**config.mk**
```make
export PLATFORM = sky130hd
export DESIGN_NAME = ram_port_arbiter
export DESIGN_NICKNAME = d
export VERILOG_FILES = /design/src/rtl/ram_port_arbiter.sv
export SDC_FILE = /design/constraint.sdc
export NUM_CORES = 1
export LEC_CHECK = 0
export ABC_AREA = 1
export CORE_MARGIN = 1.5
export CORE_UTILIZATION = 33
export CTS_BUF_LIST = sky130_fd_sc_hd__clkbuf_16
export CTS_CLUSTER_SIZE = 28
export DETAILED_ROUTE_END_ITERATION = 8
export PLACE_DENSITY = 0.83
export SETUP_SLACK_MARGIN = 0.4
export SLEW_MARGIN = 5
export SYNTH_ARGS = -nofsm -noshare
export SYNTH_HDL_FRONTEND = slang
export SYNTH_SLANG_ARGS = --single-unit
export TNS_END_PERCENT = 10
```
**constraint.sdc**
```tcl
create_clock -name clk -period 1.7 [get_ports clk]
set_input_delay 0.34 -clock clk [delete_from_list [all_inputs] [get_ports clk]]
set_output_delay 0.34 -clock clk [all_outputs]
set_load 0.005 [all_outputs]
```
**src/rtl/ram_port_arbiter.sv**
```systemverilog
// Shares port A of a dual-port block RAM between two requesters, and zeroes the
// whole array after reset before any requester is served.
module ram_port_arbiter #(
    parameter int width          = 8,
    parameter int widthad        = 4,
    parameter bit CLEAR_ON_RESET = 1'b1
) (
    input  logic               clk,
    input  logic               rst,
    input  logic               m0_req,
    input  logic               m0_we,
    input  logic [widthad-1:0] m0_addr,
    input  logic [width-1:0]   m0_wdata,
    output logic               m0_ack,
    output logic               m0_rvalid,
    output logic [width-1:0]   m0_rdata,
    input  logic               m1_req,
    input  logic               m1_we,
    input  logic [widthad-1:0] m1_addr,
    input  logic [width-1:0]   m1_wdata,
    output logic               m1_ack,
    output logic               m1_rvalid,
    output logic [width-1:0]   m1_rdata,
    output logic [widthad-1:0] ram_address,
    output logic               ram_wren,
    output logic [width-1:0]   ram_data,
    input  logic [width-1:0]   ram_q,
    output logic               busy
);

    localparam logic [widthad-1:0] LAST_ADDR = {widthad{1'b1}};
    localparam logic [widthad-1:0] CNT_ONE   = {{(widthad-1){1'b0}}, 1'b1};

    typedef enum logic [0:0] {
        ST_CLEAR = 1'b0,
        ST_RUN   = 1'b1
    } state_t;

    state_t             state_r;
    logic [widthad-1:0] clr_cnt_r;
    logic [widthad-1:0] last_addr_r;
    logic               last_grant_r;   // 1: requester 1 was granted most recently
    logic               m0_rvalid_r;
    logic               m1_rvalid_r;
    logic               grant0_s;
    logic               grant1_s;
    logic [widthad-1:0] ram_address_s;
    logic               ram_wren_s;
    logic [width-1:0]   ram_data_s;

    // Round-robin grant on the current requests; nothing is granted in reset or CLEAR
    always_comb begin
        grant0_s = 1'b0;
        grant1_s = 1'b0;
        if (!rst && (state_r == ST_RUN)) begin
            if (m0_req && m1_req) begin
                grant0_s = last_grant_r;
                grant1_s = ~last_grant_r;
            end else begin
                grant0_s = m0_req;
                grant1_s = m1_req;
            end
        end else begin
            grant0_s = 1'b0;
            grant1_s = 1'b0;
        end
    end

    // Port A drive: clear sweep, granted requester, or idle holding the last address
    always_comb begin
        ram_address_s = last_addr_r;
        ram_wren_s    = 1'b0;
        ram_data_s    = '0;
        if (rst) begin
            ram_wren_s = 1'b0;
        end else begin
            case (state_r)
                ST_CLEAR: begin
                    ram_address_s = clr_cnt_r;
                    ram_wren_s    = 1'b1;
                end
                ST_RUN: begin
                    if (grant0_s) begin
                        ram_address_s = m0_addr;
                        ram_wren_s    = m0_we;
                        ram_data_s    = m0_wdata;
                    end else if (grant1_s) begin
                        ram_address_s = m1_addr;
                        ram_wren_s    = m1_we;
                        ram_data_s    = m1_wdata;
                    end else begin
                        ram_wren_s = 1'b0;
                    end
                end
                default: begin
                    ram_wren_s = 1'b0;
                end
            endcase
        end
    end

    // Clear sequencing, grant pointer and read-return tracking
    always_ff @(posedge clk) begin
        if (rst) begin
            state_r      <= CLEAR_ON_RESET ? ST_CLEAR : ST_RUN;
            clr_cnt_r    <= '0;
            last_addr_r  <= '0;
            last_grant_r <= 1'b1;
            m0_rvalid_r  <= 1'b0;
            m1_rvalid_r  <= 1'b0;
        end else begin
            m0_rvalid_r <= grant0_s & ~m0_we;
            m1_rvalid_r <= grant1_s & ~m1_we;
            case (state_r)
                ST_CLEAR: begin
                    if (clr_cnt_r == LAST_ADDR) begin
                        state_r <= ST_RUN;
                    end else begin
                        clr_cnt_r <= clr_cnt_r + CNT_ONE;
                    end
                end
                ST_RUN: begin
                    if (grant0_s) begin
                        last_grant_r <= 1'b0;
                        last_addr_r  <= m0_addr;
                    end else if (grant1_s) begin
                        last_grant_r <= 1'b1;
                        last_addr_r  <= m1_addr;
                    end else begin
                        last_grant_r <= last_grant_r;
                    end
                end
                default: begin
                    state_r <= ST_CLEAR;
                end
            endcase
        end
    end

    assign m0_ack      = grant0_s;
    assign m1_ack      = grant1_s;
    assign m0_rvalid   = m0_rvalid_r;
    assign m1_rvalid   = m1_rvalid_r;
    assign m0_rdata    = ram_q;
    assign m1_rdata    = ram_q;
    assign ram_address = ram_address_s;
    assign ram_wren    = ram_wren_s;
    assign ram_data    = ram_data_s;
    assign busy        = rst | (state_r == ST_CLEAR);

endmodule
```
==> Yosys cells after proc, flatten, opt, wreduce, memory -nomap -nowiden <==
Cells that the tools add are included.
{ "word_totals": {"in_bits": 38, "register_bits": 12} }
{ "op_classes": {"n_reduce_logical": 6, "n_eq_ne": 1, "n_mux": 20, "n_bitwise": 8, "n_addsub": 1} }
{ "ops": {"columns": ["op", "n"], "rows": [
  ["two-way mux 8 bit", 4],
  ["two-way mux 4 bit", 3],
  ["two-way mux 1 bit", 11],
  ["case mux 4 bit (2 select lines)", 1],
  ["NOT 1 bit", 5],
  ["adder 4 x 1 -> 4 bit, second input constant", 1],
  ["equality test 4 bit, second input constant", 1],
  ["AND reduction 2 bit", 2],
  ["bitwise AND 1 bit", 2],
  ["logical AND 1 bit", 2],
  ["case mux 1 bit (2 select lines)", 1],
  ["nonzero test 2 bit", 1],
  ["logical NOT 1 bit", 1],
  ["bitwise OR 1 bit", 1]
]} }

==> Longest topological paths before layout <==
Gate-level depths: netlist of run 1.
{ "depth": {"ltp_word": 7, "ltp_mapped": 8, "depth_no_buf": 8} }

==> Least setup slack after synthesis of run 1 <==
OpenSTA, ideal clock, no wires.
{ "synth_path": {"path_type": "input-to-output", "start": "in rst", "end": "out ram_data[0]", "stages": 6, "arrival_time_ns": 1.033, "path_slack_ns": 0.327, "path_cell_list": "buf_6 nor2_8 nand3_2 inv_2 buf_6 a22o_1"} }
{ "synth_via": {"elab_chain_len": 7, "elab_cells_between_ends": 8, "classes_between": "6 x mux; 2 x reduce/logical"} }
{ "synth_rtl": {"columns": ["element", "line", "text"], "rows": [
  ["start, declared", "9", "input logic rst,"],
  ["logical NOT 1 bit", "55", "if (!rst && (state_r == ST_RUN)) begin"],
  ["logical AND 1 bit", "55", null],
  ["two-way mux 1 bit", "55", null],
  ["net m1_ack", "21", "output logic m1_ack,"],
  ["two-way mux 8 bit", "87", "end else if (grant1_s) begin"],
  ["two-way mux 8 bit", "83", "if (grant0_s) begin"],
  ["two-way mux 8 bit", "77", "case (state_r)"],
  ["two-way mux 8 bit", "74", "if (rst) begin"],
  ["end, declared", "26", "output logic [width-1:0] ram_data,"]
]} }
The timed path passes the listed nets, and every way through them passes these cells.

==> Final worst setup path of run 1 <==
{ "layout_path": {"start": "reg last_grant_r", "end": "out ram_data[4]"} }
{ "layout_via": {"elab_chain_len": 7, "elab_cells_between_ends": 9, "classes_between": "8 x mux; 1 x bitwise"} }
{ "layout_rtl": {"columns": ["element", "line", "text"], "rows": [
  ["start, declared", "42", "logic last_grant_r;"],
  ["start signal, assigned", "130", "last_grant_r <= last_grant_r;"],
  ["NOT 1 bit", "58", "grant1_s = ~last_grant_r;"],
  ["two-way mux 1 bit", "56", "if (m0_req && m1_req) begin"],
  ["two-way mux 1 bit", "55", null],
  ["two-way mux 8 bit", "87", null],
  ["two-way mux 8 bit (*)", "83", null],
  ["two-way mux 8 bit (*)", "77", null],
  ["two-way mux 8 bit (*)", "74", null]
]} }
Every way passes the cells marked *; elsewhere a longest branch is shown, timed or not.

==> results.tsv, run 1 <==
stage	metric	value	unit
run_status	outcome	finished with violations	
run_status	violations	setup timing	
synth	synthCells	134	
critical_path	critPathMaxStageDelay	0.37	ns
synth	yosysUniqueCellTypes	20	
worst_hold_path	min_path_type	reg2reg	
worst_hold_path	hp-start	clr_cnt_r[2]$_SDFFE_PP0P_	
drt	wire_per_inst	15.57	um
synth	synth_common_cells	nand2_1 (28), a21oi_1 (18), buf_4 (17), dfxtp_1 (12), nor2_1 (12)	
drt	routed_wirelength	3.565	mm
layout	nets	239	
synth	synth_mux_area_share	0	%
critical_path	crit_cells	7	
synth	synth-async-reset-ratio	0	%
flow_run	drv_cap	0	
clock_network	clock_latency	0.24	ns
global_route	gr-total-overflow	0	
synth	yosysTopAreaCellShare	25.57	%
clock_network	cts_root_buf	clkbuf_16	
placed_design	portBuffers	47	
clock_network	cts_buffer_depth	2	
drt	viasPerCell	5.218	
drt	drt-pass1-iter-count	4	
synth	yosysWarningCount	0	
layout	diodes	0	
power	ir_drop	0.4984	mV
global_route	grt_use_met3	4.608	%
timing	whs	0.5406	ns
power	p_leak	0.8163	nW
synth	yosys-top-cells-area	dfxtp_1 (26%), buf_4 (14%), nand2_1 (11%), a21oi_1 (9.6%), a22o_1 (7.5%)	
critical_path	path_buf_inv	4	
layout	n_fill_cell	231	
floorplan	initial_core_util	34.37	%
synth	yosysTopAreaCell	dfxtp_1	
timing	grt_setup_unrepaired	true	
drt	drc	0	
power	pwr_density_cell	504.0	nW/um^2
timing	fin_crit_sh	106.4	%
global_route	grt_max_degree	11	
clock_network	cts_hold_buffers	0	
synth	synthesis.nets	173	
global_route	grt_pass1_vias	1207	
critical_path	rr_endpoint	last_addr_r[0]$_SDFFE_PP0P_	
timing	hold_violations	0	
floorplan	io_pins	72	
clock_network	cts_sinks	12	
synth	synthXorXnorAreaFrac	0	%
placed_design	dpl-instance-area	1400	um^2
synth	synth_edf_count	0	
synth	syn_area	939.7	um^2
timing	worst_pin_slew	0.1968	ns
synth	synth_ff_type	dfxtp_1	
floorplan	std_cell_rows	19	
clock_network	clk_pin_slew	0.04	ns
layout	multi_input_comb_area	561.8	um^2
global_route	busiest_layer	met2	
critical_path	worstSetupPathType	reg2out	
layout	areaGrowthSynthToFinish	81.76	%
drt	initialDrtViolationCount	42	
critical_path	cp.arrival	1.47	ns
placed_design	gp_congestion	0.8411	
critical_path	path_cells	nand2_4 -> nand3_4 -> clkinv_4 -> buf_6 -> buf_4 -> a22o_1 -> buf_2	
floorplan	coreArea	2734	um^2
global_route	grt_util_all_layers	22.91	%
timing	max_freq	553.1	MHz
layout	design_area	1708	um^2
critical_path	cp_slowest_cell	dfxtp_4	
timing	finalClockSkew	0.002689	ns
layout	ff_latch_area	247.7	um^2
clock_network	htreeDepth	1	
synth	syn_avg_cell_area	7.012	um^2
timing	maxSlewViolCount	0	
floorplan	dieArea	3176	um^2
critical_path	cp_max_fo	6	
timing	finalSetupViolations	10	
synth	yosys.area_share.simple	30.09	%
synth	synth_top_family_by_area	simple AND/OR/NAND/NOR gates	
critical_path	reg2regPathDepth	13	
timing	fin_ws	-0.1080	ns
placed_design	hpwl	2.041	mm
global_route	antenna_found_initial	0	
synth	synthAdderAreaFrac	1.332	%
timing	post-route-min-period	1.808	ns
clock_network	cts_buffers	3	
layout	instances_no_fill	229	
critical_path	setup.worst_path.start	last_grant_r$_SDFFE_PP1P_	
global_route	grt_pass1_wl	5.623	mm
critical_path	critPathTopFamily	buffers and inverters	
drt	num_vias	1195	
placed_design	dp_cells	201	
timing	max_slew_margin	86.77	%
layout	layout-drive-gt1-share	42.42	%
critical_path	end_kind	primary output	
critical_path	reg2reg_from	state_r$_SDFF_PP0_	
drt	ant_nets	0	
critical_path	cp_data_required_time	1.36	ns
global_route	met1_usage	22.47	%
critical_path	r2r_slack	-0.08	ns
global_route	grtUsageMet2	43.36	%
floorplan	die_w	56.36	um
synth	synth-compound-area-share	19.57	%
floorplan	dieHeight	56.36	um
clock_network	cts_tree	yes	
synth	synth.most_common_cell	nand2_1	
synth	seq_area_frac_synth	25.57	%
critical_path	critPathLaunchType	register	
synth	ys_ff_latch	12	
critical_path	endpoint	ram_data[4]	
through the flow:
step / setup slack [ns] / TNS, ns / utilization (%) / total power [W]
6_report: -0.1080 / -0.8569 / 62.47 / 0.0008608
5_1_grt: -0.1920 / -1.684 / 62.47 / 0.0008943
4_1_cts: -0.06189 / -0.4117 / 60.87 / 0.0008664
3_5_place_dp: -0.7705 / -10.60 / 51.21 / 0.0004427
3_3_place_gp: -0.7176 / -10.27 / 51.21 / 0.0004402
2_1_floorplan: 0.3758 / 0 / - / 0.0003715
cell usage in the layout (no fill, tap or decap), drive strengths merged:
| cell type | count |
|---|---|
| a21oi | 18 |
| a22o | 8 |
| a31oi | 1 |
| buf | 51 |
| clkbuf | 3 |
| clkdlybuf4s15 | 2 |
| clkdlybuf4s50 | 26 |
| clkinv | 1 |
| dfxtp | 12 |
| dlygate4sd2 | 2 |
| ha | 1 |
| inv | 14 |
| nand2 | 28 |
| nand3 | 8 |
| nand4 | 5 |
| nor2 | 15 |
| o21ai | 2 |
| o31ai | 1 |
routing by layer:
metal	vias up	wire length (um)
met3	13	279
met1	555	1259
met4	0	145
li1	559	-
met2	68	1881
met5	-	0
timing repair:
action,CTS,global route
pin swaps,18,7
endpoints found under the setup margin,24,20
buffers inserted,23,0
cloned,2,0
resized for setup,99,13
worst min-delay path by stage:
stage | endpoint | slack (ns) | cells past startpoint
2_1_floorplan | m0_rvalid$_SDFF_PP0_ | 0.41 | 1
3_3_place_gp | clr_cnt_r[2]$_SDFFE_PP0P_ | 0.50 | 2
3_5_place_dp | clr_cnt_r[2]$_SDFFE_PP0P_ | 0.52 | 2
4_1_cts | last_grant_r$_SDFFE_PP1P_ | 0.53 | 2
5_1_grt | clr_cnt_r[2]$_SDFFE_PP0P_ | 0.56 | 2
6_report | clr_cnt_r[2]$_SDFFE_PP0P_ | 0.54 | 2
power by group:
group          internal [W]  switching, W
registers          0.000286    0.00000774
logic             0.0000858     0.0000564
clock network      0.000306      0.000119
cell families (layout without fill, tap and decap cells):
logic type	after synthesis	in the layout
compound gates	30	30
flops	12	12
simple gates	56	56
buf+inv	35	99
fa+ha+maj	1	1
cell type report:
type | instances | area share, %
Clock buffer | 3 | 4.396
Inverter | 14 | 3.810
Multi-Input combinational cell | 87 | 32.89
Sequential cell | 12 | 14.51
Tap cell | 31 | 2.271
Timing Repair Buffer | 81 | 41.61
Timing Repair inverter | 1 | 0.5128
worst reg2reg max path, delay by kind of cell, from the launching register on:
kind	cells	cell delay [ns]
buf+inv	8	0.86
flops	1	0.37
simple gates	4	0.34
compound gates	1	0.13
registers in the layout (all words and copies together), names as in the netlist:
signal,cells
last_addr_r,4
m0_rvalid,1
m1_rvalid,1
state_r,1
last_grant_r,1
clr_cnt_r,4
Note: power is estimated with default switching activity, not from simulation.
==> run 2: changes to the inputs <==
RECOVER_POWER = 100   (was unset)
==> results.tsv, run 2 (synthesis results as in run 1) <==
stage	metric	value	unit
timing	grt_setup_unrepaired	true	
drt	drc	0	
global_route	antenna_found_initial	0	
critical_path	cp_slowest_cell	dfxtp_4	
worst_hold_path	hold_end	clr_cnt_r[2]$_SDFFE_PP0P_	
critical_path	path_buf_inv	4	
drt	num_vias	1210	
clock_network	clock_latency	0.24	ns
layout	n_fill_cell	231	
placed_design	gp_congestion	0.8411	
floorplan	die_w	56.36	um
clock_network	cts_sinks	12	
timing	worst_pin_slew	0.1978	ns
timing	fin_crit_sh	106.4	%
layout	multi_input_comb_area	559.3	um^2
critical_path	path_cells	nand2_4 -> nand3_4 -> clkinv_4 -> buf_6 -> buf_4 -> a22o_1 -> buf_2	
timing	post-route-min-period	1.808	ns
critical_path	rr_endpoint	last_addr_r[0]$_SDFFE_PP0P_	
placed_design	place_ws	-0.7705	ns
clock_network	cts_buffers	3	
placed_design	portBuffers	47	
critical_path	reg2regPathDepth	13	
power	ir_drop	0.4988	mV
global_route	grt_util_all_layers	22.91	%
global_route	grt_pass1_vias	1207	
timing	fin_ws	-0.1083	ns
critical_path	cp_data_required_time	1.36	ns
drt	viasPerCell	5.284	
worst_hold_path	hp-start	clr_cnt_r[2]$_SDFFE_PP0P_	
run_status	violations	setup timing	
layout	nets	239	
timing	finalClockSkew	0.002606	ns
clock_network	cts_buffer_depth	2	
layout	postLayoutCoreUtil	62.38	%
drt	routed_wirelength	3.552	mm
layout	reg_top3	clr_cnt_r (4), last_addr_r (4)	
clock_network	cts_tree	yes	
power	p_leak	0.8168	nW
drt	ant_nets	0	
worst_hold_path	min_path_type	reg2reg	
timing	finalSetupTns	-0.8195	ns
global_route	grt_max_degree	11	
timing	max_freq	553.0	MHz
critical_path	critPathMaxStageDelay	0.37	ns
timing	finalSetupViolations	10	
floorplan	std_cell_rows	19	
timing	hold_violations	0	
timing	maxSlewViolCount	0	
floorplan	dieHeight	56.36	um
timing	max_slew_margin	86.70	%
critical_path	worstSetupPathType	reg2out	
timing	whs	0.5314	ns
drt	drt-pass1-iter-count	4	
floorplan	initial_core_util	34.37	%
layout	diodes	0	
critical_path	r2r_slack	-0.09	ns
power	pwr_density_cell	504.4	nW/um^2
global_route	grt_pass1_wl	5.623	mm
layout	layout_common_cells	clkdlybuf4s50_1 (26), nand2_1 (22), buf_6 (18)	
drt	wire_per_inst	15.51	um
critical_path	reg2reg_from	state_r$_SDFF_PP0_	
run_status	outcome	finished with violations	
worst_hold_path	hold_path_depth	2	
clock_network	cts_root_buf	clkbuf_16	
layout	areaGrowthSynthToFinish	81.49	%
flow_run	drv_cap	0	
critical_path	cp_max_fo	6	
critical_path	end_kind	primary output	
critical_path	critPathLaunchType	register	
floorplan	coreArea	2734	um^2
layout	layout-drive-gt1-share	41.92	%
clock_network	clk_pin_slew	0.04	ns
critical_path	critPathTopFamily	buffers and inverters	
clock_network	htreeDepth	1	
critical_path	cp.arrival	1.47	ns
layout	final_common_cell	clkdlybuf4s50_1	
floorplan	io_pins	72	
drt	initialDrtViolationCount	39	
placed_design	hpwl	2.041	mm
layout	ff_latch_area	247.7	um^2
global_route	gr-total-overflow	0	
floorplan	dieArea	3176	um^2
==> run 2: cell counts in the layout (fill, tap and decap cells not counted) <==
Identical to the previous run, type by type.
==> run 2: cell type report <==
class | count | share of cell area (%)
multi-input combinational | 87 | 32.80
inverter | 14 | 3.815
clock buffer | 3 | 4.402
tap | 31 | 2.274
timing repair buffer | 81 | 41.67
sequential | 12 | 14.53
timing repair inverter | 1 | 0.5136
==> run 2: report_power, final <==
group	leakage, nW	internal (W)	switching, W
registers	0.0980	0.000286	0.00000742
clock network	0.0370	0.000306	0.000119
logic	0.682	0.0000859	0.0000561
==> run 2: tightest hold or removal path, cell delays in order (launching register included) <==
cell,delay (ns)
dfxtp_1,0.34
inv_1,0.08
a21oi_1,0.06
==> run 2: how the worst max path moves through the flow <==
stage | from | cells after the start | end
CTS | state_r$_SDFF_PP0_ | 9 | ram_address[0]
global route | state_r$_SDFF_PP0_ | 8 | ram_address[1]
detailed placement | rst | 10 | ram_wren
global placement | rst | 10 | ram_wren
floorplan | rst | 6 | ram_data[0]
finish | last_grant_r$_SDFFE_PP1P_ | 7 | ram_data[4]
==> run 2: through the flow <==
stage	cells	power (W)	area (um^2)
CTS	229	0.0008664	1664
global placement	201	0.0004402	1400
global route	229	0.0008943	1705
finish	229	0.0008602	1705
detailed placement	201	0.0004427	1400
floorplan	134	0.0003715	980.9
==> run 2: repair_timing <==
action	CTS	global route
setup buffers	23	0
gates cloned	2	0
gates resized for setup	99	13
setup endpoints to repair	24	20
hold buffers	0	0
pin swaps	18	7
==> run 2: metal layers <==
layer  global-route usage [%]  part of all wire [%]
met5                        0                     0
met4                    13.95                   4.1
met3                    4.608                   8.7
met2                    43.36                    53
met1                    22.47                    34
==> run 3: changes to the inputs <==
CORE_ASPECT_RATIO = 1.1   (was unset)
==> results.tsv, run 3 (synthesis results as in run 1) <==
stage	metric	value	unit
clock_network	cts_hold_buffers	0	
clock_network	cts_root_buf	clkbuf_16	
floorplan	coreArea	2728	um^2
global_route	gr-total-overflow	0	
floorplan	initial_core_util	34.45	%
clock_network	htreeDepth	1	
placed_design	portBuffers	47	
timing	hold_violations	0	
layout	diodes	0	
placed_design	dpl-instance-area	1410	um^2
clock_network	cts_buffer_depth	2	
timing	max_slew_margin	86.44	%
critical_path	cp_max_fo	6	
critical_path	worstSetupPathType	reg2out	
floorplan	die_w	53.88	um
layout	final_common_cell	clkdlybuf4s50_1	
power	ir_drop	0.4969	mV
timing	max_freq	549.0	MHz
critical_path	cp_data_required_time	1.36	ns
power	p_total	0.0008621	W
layout	postLayoutCoreUtil	61.70	%
timing	fin_ws	-0.1213	ns
run_status	violations	setup timing	
worst_hold_path	min_path_type	reg2reg	
layout	layout-drive-gt1-share	40.61	%
drt	viasPerCell	5.078	
clock_network	cts_sinks	12	
timing	worst_pin_slew	0.2017	ns
timing	grt_setup_unrepaired	true	
power	p_leak	0.8095	nW
timing	fin_crit_sh	107.1	%
flow_run	drv_cap	0	
placed_design	place_ws	-0.7838	ns
layout	areaGrowthSynthToFinish	79.09	%
placed_design	gp_congestion	0.8820	
drt	wire_per_inst	14.01	um
clock_network	cts_tree	yes	
floorplan	io_pins	72	
critical_path	end_kind	primary output	
timing	finalSetupTns	-0.7642	ns
placed_design	hpwl	2.024	mm
global_route	grt_pass1_vias	1213	
drt	drc	0	
critical_path	critPathLaunchType	register	
floorplan	dieArea	3177	um^2
timing	maxSlewViolCount	0	
power	pwr_density_cell	512.3	nW/um^2
layout	nets	238	
timing	post-route-min-period	1.821	ns
floorplan	dieHeight	58.97	um
floorplan	std_cell_rows	20	
global_route	grt_pass1_wl	5.071	mm
drt	num_vias	1168	
drt	ant_nets	0	
drt	routed_wirelength	3.222	mm
layout	design_area	1683	um^2
run_status	outcome	finished with violations	
layout	layout_common_cells	clkdlybuf4s50_1 (26), nand2_1 (24), buf_4 (23)	
clock_network	clock_latency	0.24	ns
drt	drt-pass1-iter-count	4	
layout	reg_top3	clr_cnt_r (4), last_addr_r (4)	
global_route	antenna_found_initial	0	
timing	finalClockSkew	0.001891	ns
global_route	grt_util_all_layers	22.46	%
clock_network	cts_buffers	3	
drt	initialDrtViolationCount	7	
timing	finalSetupViolations	11	
clock_network	clk_pin_slew	0.04	ns
critical_path	cp.arrival	1.48	ns
global_route	grt_max_degree	11	
[run 3: power by group]
| part | internal [W] | switching, W |
|---|---|---|
| combinational | 0.0000835 | 0.0000535 |
| clock | 0.000307 | 0.000125 |
| sequential | 0.000286 | 0.00000758 |
| total | 0.000676 | 0.000186 |
[run 3: final cells by class]
class                           count  area, um^2
Fill cell                         224        1045
Timing Repair Buffer               79       681.9
Multi-Input combinational cell     88       565.5
Sequential cell                    12       247.7
Clock buffer                        3       75.07
Inverter                           14       65.06
Tap cell                           33       41.29
Timing Repair inverter              1       6.256
[run 3: path summary, 6_finish.rpt]
check | depth (start not counted) | slack (ns) | end | from
max reg2reg | 9 | 0.32 | last_addr_r[2]$_SDFFE_PP0P_ | state_r$_SDFF_PP0_
min | 2 | 0.53 | last_grant_r$_SDFFE_PP1P_ | last_grant_r$_SDFFE_PP1P_
max | 9 | -0.12 | ram_address[1] | state_r$_SDFF_PP0_
min reg2reg | 2 | 0.53 | last_grant_r$_SDFFE_PP1P_ | last_grant_r$_SDFFE_PP1P_
[run 3: through the flow]
stage          cells  hold WS, ns
5_1_grt          230       0.5557
4_1_cts          229       0.5072
3_5_place_dp     204       0.5239
2_1_floorplan    134       0.4124
3_3_place_gp     204       0.4993
6_report         230       0.5316
[run 3: critical path, stage by stage (launching register included)]
cell	delay [ns]
dfxtp_4	0.37
inv_4	0.05
nor2_8	0.12
nand3_4	0.15
buf_6	0.16
nand2_4	0.05
nand3_2	0.07
nand2_1	0.08
a21oi_2	0.05
buf_2	0.12
[run 3: metal layers]
metal / global-route usage (%) / vias to the layer above / routed length, um
li1: - / 561 / -
met4: 21.61 / 0 / 187
met2: 39.90 / 60 / 1592
met1: 19.12 / 528 / 1086
met3: 6.091 / 19 / 355
met5: 0 / - / 0
[run 3: what timing repair did]
item                       4_1_cts  5_1_grt
buffers inserted                20        1
setup endpoints to repair       24       20
pin swaps                       15        3
gates cloned                     2        0
gates resized for setup         93        7
